File: src/rtl/gpio_irq_controller_if.sv
// APB slave bus bundle for gpio_irq_controller.
//   paddr/pwrite/psel/penable/pstrb/pwdata : requester -> controller
//   prdata/pready/pslverr                  : controller -> requester
interface gpio_irq_controller_if;
  logic [15:0] paddr;
  logic        pwrite;
  logic        psel;
  logic        penable;
  logic [3:0]  pstrb;
  logic [31:0] pwdata;
  logic [31:0] prdata;
  logic        pready;
  logic        pslverr;

  modport master (output paddr, pwrite, psel, penable, pstrb, pwdata,
                  input  prdata, pready, pslverr);
  modport slave  (input  paddr, pwrite, psel, penable, pstrb, pwdata,
                  output prdata, pready, pslverr);
endinterface

File: src/rtl/gpio_irq_controller.sv
// gpio_irq_controller: APB GPIO block with atomic set/clear of outputs and
// per-pin edge/level interrupts ORed onto one irq line.
// Ports:
//   sys_clk, rst      : clock, synchronous active-high reset
//   apb (slave)       : zero-wait-state APB, paddr[5:2] decoded
//   gpio_in_data      : asynchronous pad inputs
//   gpio_out_data     : pad output values
//   gpio_out_enable   : pad output enables (1 = drive)
//   irq               : registered OR of enabled status bits
// Optional: define GPIO_DEBOUNCE_EN to add per-pin debounce counters and the
// DB_CNT register at 0x24; otherwise 0x24 is unmapped.

// Per-pin logic: optional debounce, edge history and interrupt status.
module gpio_irq_lane #(
  parameter int DB_CNT_W = 4
) (
  input  logic                sys_clk,
  input  logic                rst,
  input  logic                sync_in,
`ifdef GPIO_DEBOUNCE_EN
  input  logic [DB_CNT_W-1:0] db_cnt,
`endif
  input  logic                irq_type,
  input  logic                irq_pol,
  input  logic                w1c,
  output logic                in_val,
  output logic                status
);
  logic prev;
  logic hit;

`ifdef GPIO_DEBOUNCE_EN
  logic [DB_CNT_W-1:0] cnt;
  logic                db_q;

  // Follow the input only after db_cnt+1 consecutive disagreeing samples.
  always_ff @(posedge sys_clk) begin
    if (rst) begin
      cnt  <= '0;
      db_q <= 1'b0;
    end else if (sync_in == db_q) begin
      cnt <= '0;
    end else if (cnt == db_cnt) begin
      db_q <= sync_in;
      cnt  <= '0;
    end else begin
      cnt <= cnt + 1'b1;
    end
  end
  assign in_val = db_q;
`else
  wire [DB_CNT_W-1:0] unused_db = '0;
  assign in_val = sync_in;
`endif

  // prev always tracks in_val, so a type/polarity change never fakes an edge.
  assign hit = irq_pol ? (in_val & ~prev) : (~in_val & prev);

  always_ff @(posedge sys_clk) begin
    if (rst) begin
      prev   <= 1'b0;
      status <= 1'b0;
    end else begin
      prev <= in_val;
      if (irq_type) status <= (status & ~w1c) | hit;  // set beats clear
      else          status <= (in_val == irq_pol);
    end
  end
endmodule

module gpio_irq_controller #(
  parameter int GPIO_WIDTH  = 32,
  parameter int SYNC_STAGES = 2,
  parameter int DB_CNT_W    = 4
) (
  input  logic                  sys_clk,
  input  logic                  rst,
  gpio_irq_controller_if.slave  apb,
  input  logic [GPIO_WIDTH-1:0] gpio_in_data,
  output logic [GPIO_WIDTH-1:0] gpio_out_data,
  output logic [GPIO_WIDTH-1:0] gpio_out_enable,
  output logic                  irq
);
  localparam int W = GPIO_WIDTH;

  logic [3:0]   idx;
  logic         addr_ok;
  logic         wr_en;
  logic         rd_setup;
  logic [31:0]  wmask;
  logic [W-1:0] wm, wd, w1c;
  logic [31:0]  rdata;

  logic [W-1:0] out_en, irq_en, irq_type, irq_pol;
  logic [W-1:0] in_val, irq_status;
  logic [SYNC_STAGES-1:0][W-1:0] sync_q;

  wire unused_ok = ^{apb.paddr[15:6], apb.paddr[1:0], apb.pwdata, wmask};

  assign idx      = apb.paddr[5:2];
  assign wmask    = {{8{apb.pstrb[3]}}, {8{apb.pstrb[2]}},
                     {8{apb.pstrb[1]}}, {8{apb.pstrb[0]}}};
  assign wm       = wmask[W-1:0];
  assign wd       = apb.pwdata[W-1:0] & wm;
  assign wr_en    = apb.psel & apb.penable & apb.pwrite & addr_ok;
  assign rd_setup = apb.psel & ~apb.penable & ~apb.pwrite;
  assign w1c      = (wr_en && idx == 4'd6) ? wd : '0;
  assign apb.pready = 1'b1;

`ifdef GPIO_DEBOUNCE_EN
  logic [DB_CNT_W-1:0] db_cnt;
  assign addr_ok = (idx <= 4'd9);
`else
  wire [DB_CNT_W-1:0] unused_db = '0;
  assign addr_ok = (idx <= 4'd8);
`endif

  // Register file writes; byte strobes mask every written register.
  always_ff @(posedge sys_clk) begin
    if (rst) begin
      gpio_out_data <= '0;
      out_en        <= '0;
      irq_en        <= '0;
      irq_type      <= '0;
      irq_pol       <= '0;
`ifdef GPIO_DEBOUNCE_EN
      db_cnt        <= '0;
`endif
    end else if (wr_en) begin
      case (idx)
        4'd0: gpio_out_data <= (gpio_out_data & ~wm) | wd;
        4'd1: out_en        <= (out_en & ~wm) | wd;
        4'd3: irq_en        <= (irq_en & ~wm) | wd;
        4'd4: irq_type      <= (irq_type & ~wm) | wd;
        4'd5: irq_pol       <= (irq_pol & ~wm) | wd;
        4'd7: gpio_out_data <= gpio_out_data | wd;
        4'd8: gpio_out_data <= gpio_out_data & ~wd;
`ifdef GPIO_DEBOUNCE_EN
        4'd9: db_cnt <= (db_cnt & ~wmask[DB_CNT_W-1:0]) |
                        (apb.pwdata[DB_CNT_W-1:0] & wmask[DB_CNT_W-1:0]);
`endif
        default: ;
      endcase
    end
  end
  assign gpio_out_enable = out_en;

  // Input synchroniser; stage SYNC_STAGES-1 is the settled value.
  always_ff @(posedge sys_clk) begin
    if (rst) sync_q <= '0;
    else     sync_q <= {sync_q[SYNC_STAGES-2:0], gpio_in_data};
  end

  for (genvar i = 0; i < W; i++) begin : g_lane
    gpio_irq_lane #(.DB_CNT_W(DB_CNT_W)) u_lane (
      .sys_clk  (sys_clk),
      .rst      (rst),
      .sync_in  (sync_q[SYNC_STAGES-1][i]),
`ifdef GPIO_DEBOUNCE_EN
      .db_cnt   (db_cnt),
`endif
      .irq_type (irq_type[i]),
      .irq_pol  (irq_pol[i]),
      .w1c      (w1c[i]),
      .in_val   (in_val[i]),
      .status   (irq_status[i])
    );
  end

  always_comb begin
    rdata = '0;
    case (idx)
      4'd0: rdata[W-1:0] = gpio_out_data;
      4'd1: rdata[W-1:0] = out_en;
      4'd2: rdata[W-1:0] = in_val;
      4'd3: rdata[W-1:0] = irq_en;
      4'd4: rdata[W-1:0] = irq_type;
      4'd5: rdata[W-1:0] = irq_pol;
      4'd6: rdata[W-1:0] = irq_status;
`ifdef GPIO_DEBOUNCE_EN
      4'd9: rdata[DB_CNT_W-1:0] = db_cnt;
`endif
      default: ;
    endcase
  end

  // Setup edge captures read data and the error flag, so both are stable
  // for the access phase; pslverr falls back to 0 on the access edge.
  always_ff @(posedge sys_clk) begin
    if (rst) begin
      apb.prdata  <= '0;
      apb.pslverr <= 1'b0;
      irq         <= 1'b0;
    end else begin
      apb.pslverr <= apb.psel & ~apb.penable & ~addr_ok;
      if (rd_setup) apb.prdata <= rdata;
      irq <= |(irq_status & irq_en);
    end
  end
endmodule
File: src/flat_wrapper.sv
// flat-port wrapper written by rule: the top's interface ports become plain ports
module gpio_irq_controller_flat 
#(
  parameter int GPIO_WIDTH  = 32,
  parameter int SYNC_STAGES = 2,
  parameter int DB_CNT_W    = 4
)
  (sys_clk, rst, gpio_in_data, gpio_out_data, gpio_out_enable, irq, apb_paddr, apb_pwrite, apb_psel, apb_penable, apb_pstrb, apb_pwdata, apb_prdata, apb_pready, apb_pslverr);
  gpio_irq_controller_if apb_i ();
  input  logic sys_clk;
  input  logic rst;
  input  logic [GPIO_WIDTH-1:0] gpio_in_data;
  output logic [GPIO_WIDTH-1:0] gpio_out_data;
  output logic [GPIO_WIDTH-1:0] gpio_out_enable;
  output logic irq;
  input wire logic [$bits(apb_i.paddr)-1:0] apb_paddr;
  input wire logic [$bits(apb_i.pwrite)-1:0] apb_pwrite;
  input wire logic [$bits(apb_i.psel)-1:0] apb_psel;
  input wire logic [$bits(apb_i.penable)-1:0] apb_penable;
  input wire logic [$bits(apb_i.pstrb)-1:0] apb_pstrb;
  input wire logic [$bits(apb_i.pwdata)-1:0] apb_pwdata;
  output wire logic [$bits(apb_i.prdata)-1:0] apb_prdata;
  output wire logic [$bits(apb_i.pready)-1:0] apb_pready;
  output wire logic [$bits(apb_i.pslverr)-1:0] apb_pslverr;
  assign apb_i.paddr = apb_paddr;
  assign apb_i.pwrite = apb_pwrite;
  assign apb_i.psel = apb_psel;
  assign apb_i.penable = apb_penable;
  assign apb_i.pstrb = apb_pstrb;
  assign apb_i.pwdata = apb_pwdata;
  assign apb_prdata = apb_i.prdata;
  assign apb_pready = apb_i.pready;
  assign apb_pslverr = apb_i.pslverr;
  gpio_irq_controller #(.GPIO_WIDTH(GPIO_WIDTH), .SYNC_STAGES(SYNC_STAGES), .DB_CNT_W(DB_CNT_W)) u_core (.sys_clk(sys_clk), .rst(rst), .apb(apb_i), .gpio_in_data(gpio_in_data), .gpio_out_data(gpio_out_data), .gpio_out_enable(gpio_out_enable), .irq(irq));
endmodule
File: config.mk
export PLATFORM = sky130hd
export DESIGN_NAME = gpio_irq_controller_flat
export DESIGN_NICKNAME = d
export VERILOG_FILES = /design/src/rtl/gpio_irq_controller_if.sv /design/src/rtl/gpio_irq_controller.sv /design/src/flat_wrapper.sv
export SDC_FILE = /design/constraint.sdc
export NUM_CORES = 1
export LEC_CHECK = 0
export BUFFER_PORTS_ARGS = -buffer_cell sky130_fd_sc_hd__buf_2
export CAP_MARGIN = 40
export CELL_PAD_IN_SITES_DETAIL_PLACEMENT = 0
export CELL_PAD_IN_SITES_GLOBAL_PLACEMENT = 1
export CORE_ASPECT_RATIO = 1.75
export CORE_MARGIN = 2
export CORE_UTILIZATION = 40
export CTS_CLUSTER_DIAMETER = 120
export DETAILED_ROUTE_END_ITERATION = 10
export PLACE_DENSITY = 0.87
export SYNTH_ARGS = -nofsm -noshare
export SYNTH_HDL_FRONTEND = slang
export SYNTH_SLANG_ARGS = --single-unit
File: constraint.sdc
create_clock -name sys_clk -period 2.3 [get_ports sys_clk]
set_clock_uncertainty 0.05 [all_clocks]
set_input_delay 0.69 -clock sys_clk [delete_from_list [all_inputs] [get_ports sys_clk]]
set_output_delay 0.69 -clock sys_clk [all_outputs]
set_load 0.01 [all_outputs]
==> impl_metrics.tcl <==
set metrics [dict create \
    boundaryPins 188 \
    cp-start-kind "flop" \
    syn_nets 1561 \
    final_cell_area_sq_um 17200 \
    crit_family "flip-flops" \
    grt_use_total_pct 25.7 \
    synthDistinctLibCells 60 \
    post_cts_resize_count 0 \
    worst_pin_slew_ps 598 \
    grt_pass1_vias 12100 \
    initial_core_util_pct 40.7 \
    drc 0 \
    core_sq_um 33700 \
    ir_worst_vdd_v 0.000640 \
    synthArstFlopShare_pct 0 \
    cts_inserted_buffers 30 \
    finalHoldViolCount 0 \
    synth_edf_count 0 \
    htree_levels 1 \
    synthFlopType "dfxtp_1" \
    grt_overflow 0 \
    synth_top_area_share_pct 46.9 \
    numPortBuffers 174 \
    ant_nets 0 \
    grt_max_degree 77 \
    drive_above_1_share_pct 22.7 \
    cts.path.max_buffers 3 \
    routabilityCongestion 0.922 \
    slew_headroom_pct 60.0 \
    hold_buffers 0 \
    dr.pass1.iters 7 \
    path_max_fanout 4 \
    seq_area_frac_synth_pct 46.9 \
    cp.arrival_ps 1230 \
    cts_root_buf "clkbuf_16" \
    slowest_delay_ps 470 \
    status "finished clean" \
    antenna_found_initial 2 \
    die_h_microns 249 \
    drt_iter0_markers 913 \
    powerDensity_nw_per_um2 712 \
    hold_class "in2reg" \
    leakage_nw 7.25 \
    die_area_sq_um 35900 \
    via_per_inst 5.73 \
    path_clk_slew_ps 70 \
    clkSinkCount 322 \
    syn_inst 1472 \
    avgSynthCellArea_sq_um 9.34 \
    yosys-top-cells-area "dfxtp_1 (47%), mux2i_1 (10%), nor2b_1 (6.5%)" \
    period_minus_slack_ps 1970 \
    area_growth_pct 25.0 \
    wire_per_inst_microns 21.8 \
    synth_common_cells "dfxtp_1 (322), nor2b_1 (143), mux2i_1 (142), nand2_1 (136), nor2_1 (115)" \
    fmax_mhz 509 \
    crit_buf_inv 1 \
    cp_cell_sequence "buf_2" \
    rsz0062_at_grt "no" \
    place_area_sq_um 16100 \
    finalCritPeriodShare_pct 85.5 \
    drt-total-wl_mm 47.7 \
    post_cts_buffers 0 \
    critical_path_required_ps 1560 \
    synth_warnings 0 \
    cpMaxStageDelayCell "dfxtp_1" \
    dp_hpwl_mm 35.3 \
    fp-row-count 89 \
    drv_cap 0 \
    grt_pass1_wl_mm 71.0 \
    die_w_microns 144 \
    path_class "reg2out" \
    yosys.cell_count.top_type "dfxtp_1" \
    synth_area_leader_cell "dfxtp_1" \
    worst_skew_pair.late_latency_ps 570 \
    cp-end-kind "primary output" \
    setup_violations 0 \
    fin_nets 1802 \
    cts_tree "done" \
    synthesis.area_sq_um 13700 \
    finish.utilization_pct 50.9 \
    drv_slew 0 \
    vias 12600 \
    ys_seq_elements 322 \
]
-- metal layers --
layer | track usage (%) | wire [microns]
met1 | 29.1 | 17500
met2 | 44.7 | 23700
met3 | 3.84 | 3260
met4 | 15.9 | 3300
met5 | 0 | 13
-- kinds of logic after synthesis --
logic type | synth area share [%]
mux | 11.8
compound gates | 16.7
buf+inv | 3.30
simple gates | 21.0
flops | 46.9
xor+xnor | 0.255
other cells | 0.0273
-- per-stage QoR --
stage	total power [mW]	worst slack, ps	hold WS (ps)	TNS, ps	cells
after floorplan	6.30	5.90	364	0	1472
after global placement	6.80	-172	366	-6700	2136
after detailed placement	6.81	-161	370	-7660	2136
after CTS	12.3	322	258	0	2192
after global routing	12.5	301	266	0	2193
final	12.2	334	274	0	2193
-- cells in the final DEF (no fill, tap or decap), drive strengths merged, types with 7 or more instances in the layout --
cell type,synthesis,final
nor3,31,31
nor2,115,115
nand2,136,136
a221o,35,35
nand3b,8,8
mux2i,142,142
or3,8,8
dfxtp,322,322
buf,26,319
a22oi,25,25
o21ai,51,51
a22o,12,12
nor2b,143,143
clkbuf,84,45
o22ai,12,12
a221oi,21,21
and3,33,33
nand3,7,7
a31oi,33,33
and3b,35,35
nand4,8,8
o211ai,39,39
o2bb2ai,8,8
a21oi,76,76
-- report_power, final --
group | switching, mW | internal (mW)
combinational | 0.530 | 0.376
clock | 2.23 | 3.29
sequential | 0.106 | 5.69
-- final cells by class --
type / instances / area [sq um]
antenna: 1 / 2.50
clock buffer: 45 / 908
clock inverter: 11 / 191
fill: 3114 / 16600
inverter: 2 / 7.51
multi-input combinational: 1038 / 6850
sequential: 322 / 6450
tap: 455 / 569
timing repair buffer: 319 / 2190
-- path summary, 6_finish.rpt --
| check | slack (ps) | startpoint | end | depth (start not counted) |
|---|---|---|---|---|
| hold reg to reg | 380 | u_core.sync_q[23] | u_core.sync_q[55] | 1 |
| hold / removal | 270 | gpio_in_data[23] | u_core.sync_q[23] | 2 |
| setup / recovery | 330 | u_core.gpio_out_data[14] | gpio_out_data[14] | 1 |
| setup reg to reg | 590 | flop | u_core.irq | 4 |
Power figures use the tool's default switching activity.
